<file path="config.mk">
export PLATFORM = sky130hd
export DESIGN_NAME = delay_timer_fsm
export DESIGN_NICKNAME = d
export VERILOG_FILES = /design/src/rtl/delay_timer_pkg.sv /design/src/rtl/unit_prescaler.sv /design/src/rtl/delay_timer_fsm.sv
export SDC_FILE = /design/constraint.sdc
export NUM_CORES = 1
export LEC_CHECK = 0
export BUFFER_PORTS_ARGS = -buffer_cell sky130_fd_sc_hd__buf_4
export CAP_MARGIN = 10
export CORE_MARGIN = 2
export CORE_UTILIZATION = 50
export CTS_CLUSTER_SIZE = 30
export DETAILED_ROUTE_END_ITERATION = 10
export PLACE_DENSITY_LB_ADDON = 0.15
export RECOVER_POWER = 25
export SYNTH_ARGS = -nofsm -noshare
export SYNTH_HDL_FRONTEND = slang
export SYNTH_SLANG_ARGS = --single-unit
</file>
<file path="constraint.sdc">
create_clock -name clk -period 4.6 [get_ports clk]
set_clock_uncertainty 0.2 [all_clocks]
set_input_delay 0.69 -clock clk [delete_from_list [all_inputs] [get_ports clk]]
set_output_delay 0.69 -clock clk [all_outputs]
set_load 0.01 [all_outputs]
</file>
<file path="src/rtl/delay_timer_pkg.sv">
// delay_timer_pkg: shared types, default parameters and width helper for the
// programmable delay timer.
package delay_timer_pkg;

  typedef enum logic [1:0] {
    IDLE  = 2'd0,
    SHIFT = 2'd1,
    COUNT = 2'd2,
    DONE  = 2'd3
  } state_t;

  localparam int DEF_DELAY_W         = 4;
  localparam int DEF_CYCLES_PER_UNIT = 1000;

  // Counter width able to hold 0..n-1, never narrower than one bit.
  function automatic int presc_width(input int n);
    return (n <= 2) ? 1 : $clog2(n);
  endfunction

endpackage

</file>
<file path="src/rtl/unit_prescaler.sv">
// unit_prescaler: free-running 0..CYCLES_PER_UNIT-1 counter while enabled.
// tc is high on the cycle the counter sits at its last value, so the edge
// that wraps it back to zero is the unit boundary.
module unit_prescaler
  import delay_timer_pkg::*;
#(
  parameter int CYCLES_PER_UNIT = DEF_CYCLES_PER_UNIT
) (
  input  logic clk,
  input  logic reset,
  input  logic clear,
  input  logic enable,
  output logic tc
);

  localparam int            PW   = presc_width(CYCLES_PER_UNIT);
  localparam logic [PW-1:0] LAST = PW'(CYCLES_PER_UNIT - 1);

  logic [PW-1:0] cnt;

  // With one cycle per unit LAST is 0, so tc follows enable every cycle.
  assign tc = enable && (cnt == LAST);

  // Cycle counter; clear wins so every COUNT entry starts a full unit.
  always_ff @(posedge clk or posedge reset) begin
    if (reset)       cnt <= '0;
    else if (clear)  cnt <= '0;
    else if (enable) cnt <= (cnt == LAST) ? '0 : cnt + PW'(1);
  end

endmodule

</file>
<file path="src/rtl/delay_timer_fsm.sv">
// delay_timer_fsm: on a rising start_shifting, shifts DELAY_W delay bits
// (MSB first) off data, counts (delay+1) units of CYCLES_PER_UNIT cycles,
// then holds done until ack.
// Optional build macro TIMER_ABORT_EN adds an abort input that returns any
// busy state to IDLE on the sampling edge, ahead of ack and unit terminal.
module delay_timer_fsm
  import delay_timer_pkg::*;
#(
  parameter int DELAY_W         = DEF_DELAY_W,
  parameter int CYCLES_PER_UNIT = DEF_CYCLES_PER_UNIT
) (
  input  logic               clk,
  input  logic               reset,
  input  logic               data,
  input  logic               start_shifting,
  input  logic               ack,
`ifdef TIMER_ABORT_EN
  input  logic               abort,
`endif
  output logic               counting,
  output logic [DELAY_W-1:0] count,
  output logic               done
);

  localparam int BW = presc_width(DELAY_W);

  state_t             state, state_nx;
  logic               start_q;
  logic [DELAY_W-1:0] shreg;
  logic [DELAY_W-1:0] count_q;
  logic [BW-1:0]      bit_cnt;
  logic [DELAY_W:0]   shcat;
  logic               last_bit;
  logic               tc;
  logic               abort_i;

`ifdef TIMER_ABORT_EN
  assign abort_i = abort;
`else
  assign abort_i = 1'b0;
`endif

  // Shift register plus the incoming bit; the low DELAY_W bits are the
  // value after this edge's sample.
  assign shcat    = {shreg, data};
  assign last_bit = (bit_cnt == BW'(DELAY_W - 1));

  // Prescaler only runs in COUNT and is held at zero everywhere else.
  unit_prescaler #(
    .CYCLES_PER_UNIT(CYCLES_PER_UNIT)
  ) u_presc (
    .clk    (clk),
    .reset  (reset),
    .clear  (state != COUNT),
    .enable (state == COUNT),
    .tc     (tc)
  );

  // State register.
  always_ff @(posedge clk or posedge reset) begin
    if (reset) state <= IDLE;
    else       state <= state_nx;
  end

  // Next-state: rising-edge start, DELAY_W samples, units down to 0, ack.
  always_comb begin
    state_nx = state;
    if (abort_i && state != IDLE) begin
      state_nx = IDLE;
    end else begin
      unique case (state)
        IDLE:    if (start_shifting && !start_q) state_nx = SHIFT;
        SHIFT:   if (last_bit)                   state_nx = COUNT;
        COUNT:   if (tc && count_q == '0)        state_nx = DONE;
        DONE:    if (ack)                        state_nx = IDLE;
        default:                                 state_nx = IDLE;
      endcase
    end
  end

  // Datapath: start edge history, delay shifting and unit countdown.
  always_ff @(posedge clk or posedge reset) begin
    if (reset) begin
      start_q <= 1'b0;
      shreg   <= '0;
      bit_cnt <= '0;
      count_q <= '0;
    end else begin
      start_q <= start_shifting;
      unique case (state)
        SHIFT: begin
          shreg   <= shcat[DELAY_W-1:0];
          bit_cnt <= bit_cnt + BW'(1);
          if (last_bit) count_q <= shcat[DELAY_W-1:0];
        end
        COUNT: begin
          if (tc && count_q != '0) count_q <= count_q - DELAY_W'(1);
        end
        // IDLE always precedes SHIFT by at least one edge, so the bit
        // counter is guaranteed clean even after an aborted shift.
        default: bit_cnt <= '0;
      endcase
    end
  end

  // Outputs decoded straight from the registered state.
  always_comb begin
    counting = (state == COUNT);
    count    = (state == COUNT) ? count_q : '0;
    done     = (state == DONE);
  end

endmodule

</file>
=== Yosys cells after proc, flatten, opt, wreduce, memory -nomap -nowiden ===
Index checks and enable logic that the tools add are counted.
Widths: inputs -> output; s select.

* Reduce and logical (&&, ||, !) cells: 12
* Muxes and demuxes: 13
* Add/subtract/negate cells: 3
* Equality and inequality tests: 11

{| class="wikitable"
|+ Operators with widths
! cell !! number
|-
| $mux 10 || 3
|-
| $mux 4 || 3
|-
| $ne 2x2->1 const B || 6
|-
| $add 10x1->10 const B || 1
|-
| $eq 10x10->1 const B || 1
|-
| $mux 2 || 4
|-
| $pmux 2 s4 || 1
|-
| $pmux 4 s2 || 1
|-
| $eq 2x2->1 const B || 3
|-
| $logic_and 1x1->1 || 4
|-
| $logic_not 4->1 || 1
|-
| $pmux 2 s2 || 1
|-
| $reduce_and 4->1 || 1
|-
| $reduce_bool 2->1 || 2
|-
| $reduce_bool 4->1 || 1
|-
| $sub 4x1->4 const B || 1
|-
| $reduce_and 3->1 || 1
|-
| $add 2x1->2 const B || 1
|-
| $eq 2x1->1 const B || 1
|-
| $logic_not 2->1 || 1
|-
| $logic_not 1->1 || 1
|}

* Register bits after elaboration: 22
* Word-level logic and storage cells: 45

=== Depth between registers and ports, before layout ===
* Depth in word-level cells: 5
* Depth in mapped cells: 7

=== By module ===
Synthesis repeated with hierarchy kept, for this count alone.

* Cells, all modules: 133
* Area, all modules: 1312.5 um^2

{| class="wikitable"
|+ Modules (own cells, without submodules)
! module !! area each (um^2) !! cells each !! times used
|-
| delay_timer_fsm || 757.0 || 76 || 1
|-
| unit_prescaler || 555.5 || 57 || 1
|}

=== Least setup slack after synthesis ===
Ideal clock, no wire load.

* Kind: flip-flop to output port
* From: register state[0]
* To: output count[2]
* Buffers on the path: 1
* Setup slack: 2439 ps
* Required time: 3710 ps
* Cell stages (with the launch flop): 5
* Data arrival time: 1271 ps
* Cells stage by stage: dfrtp_1 inv_1 ha_1 clkbuf_1 and2_1

* Word-level cells in the longest chain between the ends: 2

{| class="wikitable"
|+ Ends and longest elaborated chain
! item !! line !! RTL
|-
| start: declaration || delay_timer_fsm.sv:27 || <nowiki>state_t state, state_nx;</nowiki>
|-
| start signal: assignment || delay_timer_fsm.sv:62 || <nowiki>else state <= state_nx;</nowiki>
|-
| $eq 2x2->1 || n/a ||
|-
| via counting || delay_timer_fsm.sv:20 || <nowiki>output logic counting,</nowiki>
|-
| $mux 4 || delay_timer_fsm.sv:109 || <nowiki>count = (state == COUNT) ? count_q : '0;</nowiki>
|-
| end: declaration || delay_timer_fsm.sv:21 || <nowiki>output logic [DELAY_W-1:0] count,</nowiki>
|}

The timed path passes the listed nets, and every way through them passes these cells.

=== Worst setup path in the final report ===
* From: register state[0]
* To: output count[0]

* Word-level cells in the longest chain between the ends: 2

{| class="wikitable"
|+ Ends and longest elaborated chain
! item !! line
|-
| $eq 2x2->1 || delay_timer_fsm.sv:109
|-
| $mux 4 || delay_timer_fsm.sv:109
|}

Every way passes these cells.

==> flow_summary.yaml <==
run_status:
  status: "completed"
min_path:
  hp-start: "u_presc.cnt[0]$_DFF_PP0_"
  hp-class: "register to register"
global_route:
  grt_util_all_layers_pct: 18.27
  grt_first_pass_wirelength_mm: 3.712
  grt_pass1_vias: 844
  grt-busiest-layer: "met2"
  use_met3_pct: 3.390
  use_met1_pct: 24.77
  antenna_found_initial: 0
  grt_max_degree: 23
  grt.overflow.total: 0
  grt_util_met2_pct: 29.63
clock_tree:
  numCtsBuffers: 3
  clkSinkCount: 22
  cts_tree: "built"
  cts-root-buf: "clkbuf_4"
  post_cts_buffers: 0
  clockBufferDepth: 2
  clk_pin_slew_ns: 0.12
  htreeDepth: 1
  cts_resized: 0
  cts_hold_buf: 0
  clk_latency_ns: 0.29
routing:
  first_pass_iters: 4
  routedWlPerCell_um: 13.48
  wl_mm: 2.183
  vias_per_cell: 5.451
  drt_iter0_drc: 26
  drc: 0
  dr_total_vias: 883
  drtAntennaViolNets: 0
final_layout:
  syn_to_final_growth_pct: 10.61
  final_cell_mix: "dfrtp_1, nor2_1, inv_1, buf_4, ha_1"
  final_common_cell: "dfrtp_1"
  final_cells: 162
  drive_gt1_share_pct: 17.16
  nNetsFinal: 149
  antenna_cells: 0
timing:
  rsz0062_at_grt: "no"
  max_freq_ghz: 0.3634
  post-route-period-util_pct: 59.82
  slew_headroom_pct: 44.82
  hold_viol: 0
  fin_tns_setup_ns: 0
  tightest_slew_ns: 0.8268
  setup_viol: 0
  fin_crit_ns: 2.752
  slew_violations: 0
critical_path:
  critPathRequiredTime_ns: 3.71
  startpoint: "state[0]$_DFFE_PP0P_"
  critPathCaptureType: "output port"
  crit_type: "register to output port"
  r2r-start: "state[0]$_DFFE_PP0P_"
  startpoint_type: "register"
  critPathMaxFanout: 17
  worst_ep_arrival_time_ns: 1.86
  rrSetupSlack_ns: 2.19
floorplanning:
  die-area_mm2: 0.002840
  dieHeight_um: 53.30
  num_io_pins: 11
  rows: 17
  start_util_pct: 53.88
  fp.coreArea_mm2: 0.002255
  die_w_um: 53.30
logic_synthesis:
  yosys_warnings: 0
  post_synth.cell_area_avg_um2: 9.877
  synthCells: 123
  syn_nets: 136
  synth_mux_area_share_pct: 5.355
  synth_cell_type_count: 35
  synth_top_area_share_pct: 45.31
  synth_top_family_by_area: "simple AND/OR/NAND/NOR gates"
  synthAdderAreaFrac_pct: 8.239
  synth-compound-area-share_pct: 9.887
  synth_area_mm2: 0.001215
  synth-seq-cells: 22
  postSynth.asyncResetShare_pct: 100.0
  ys_seq_area_share_pct: 45.31
  yosys.area_share.simple_pct: 21.73
  synth_edf_count: 0
  ys_top_cells_by_area: "dfrtp_1, ha_1, nor2_1, xor2_1, mux2_2"
  ys.flop_type: "dfrtp_1"
  synthXorXnorAreaFrac_pct: 5.767
  yosys.area.top_type: "dfrtp_1"
flow_run:
  maxCapViolCount: 0
placed_design:
  dp_hpwl_mm: 1.625
  dp_cells: 159
  port_buffers: 10
  gp_congestion: 0.7929
pwr:
  powerDensity_mw_per_mm2: 224.8
  peakVddDrop_mv: 0.1876
  p_leak_nw: 0.6222
## registers in the layout (all words and copies together), names as in the netlist
| signal | count |
|---|---|
| start_q | 1 |
| u_presc.cnt | 10 |
| count_q | 4 |
| bit_cnt | 2 |
| shreg | 3 |
| state | 2 |
## report_power, final
group,internal (mW),switching [mW]
logic,0.00848,0.00987
registers,0.196,0.00255
clock network,0.0304,0.0544
total,0.235,0.0668
## logic make-up after synthesis
logic type                 Yosys count
buffers and inverters               12
DFF                                 22
and+or+nand+nor                     50
muxes                                6
adders and majority gates            8
AOI/OAI and AO/OA                   17
xor gates and xnor gates             8
## area by class of cell
class	count	area, um^2
Sequential cell	22	550.5
Inverter	9	33.78
Fill cell	223	910.9
Multi-Input combinational cell	89	619.3
Timing Repair Buffer	11	82.58
Tap cell	28	35.03
Clock buffer	3	22.52
## Yosys cell counts, types with 3 or more instances
master and n:
dfrtp_1 22, nor2_1 18, inv_1 9, ha_1 8, nand2_1 7, xor2_1 6
and2_1 4, mux2_2 4, nand3_1 4, o21ai_0 4, clkbuf_1 3
## layer usage
metal / up-vias / share of wire (%)
li1: 448 / -
met1: 411 / 47
met2: 20 / 47
met3: 4 / 4.8
met4: 0 / 1.1
met5: - / 0
## stage by stage
step / total power, mW / hold slack, ns / setup slack [ns] / utilization, % / area, um^2
after floorplan: 0.2133 / 0.2245 / 2.439 / - / 1215
after global placement: 0.2210 / 0.2405 / 2.277 / 58.60 / 1321
after detailed placement: 0.2216 / 0.2509 / 2.185 / 58.60 / 1321
after CTS: 0.3055 / 0.2667 / 1.830 / 59.60 / 1344
after global routing: 0.3167 / 0.2959 / 1.643 / 59.60 / 1344
final: 0.3021 / 0.2605 / 1.848 / 59.60 / 1344
## final timing paths
kind	to	cells past startpoint
worst max-delay path	count[0]	5
worst min-delay path	u_presc.cnt[0]$_DFF_PP0_	1
worst max register to register	count_q[3]$_DFFE_PP0P_	6
worst min register to register	u_presc.cnt[0]$_DFF_PP0_	1
max in group asynchronous	count_q[1]$_DFFE_PP0P_	2
min in group asynchronous	state[1]$_DFFE_PP0P_	2
## worst max-delay path, cell delays in order (launching register included)
cell	delay (ns)
dfrtp_1	0.42
inv_1	0.13
ha_1	0.51
inv_1	0.23
nor2_1	0.15
buf_4	0.13
(Power assumes the default switching activity.)
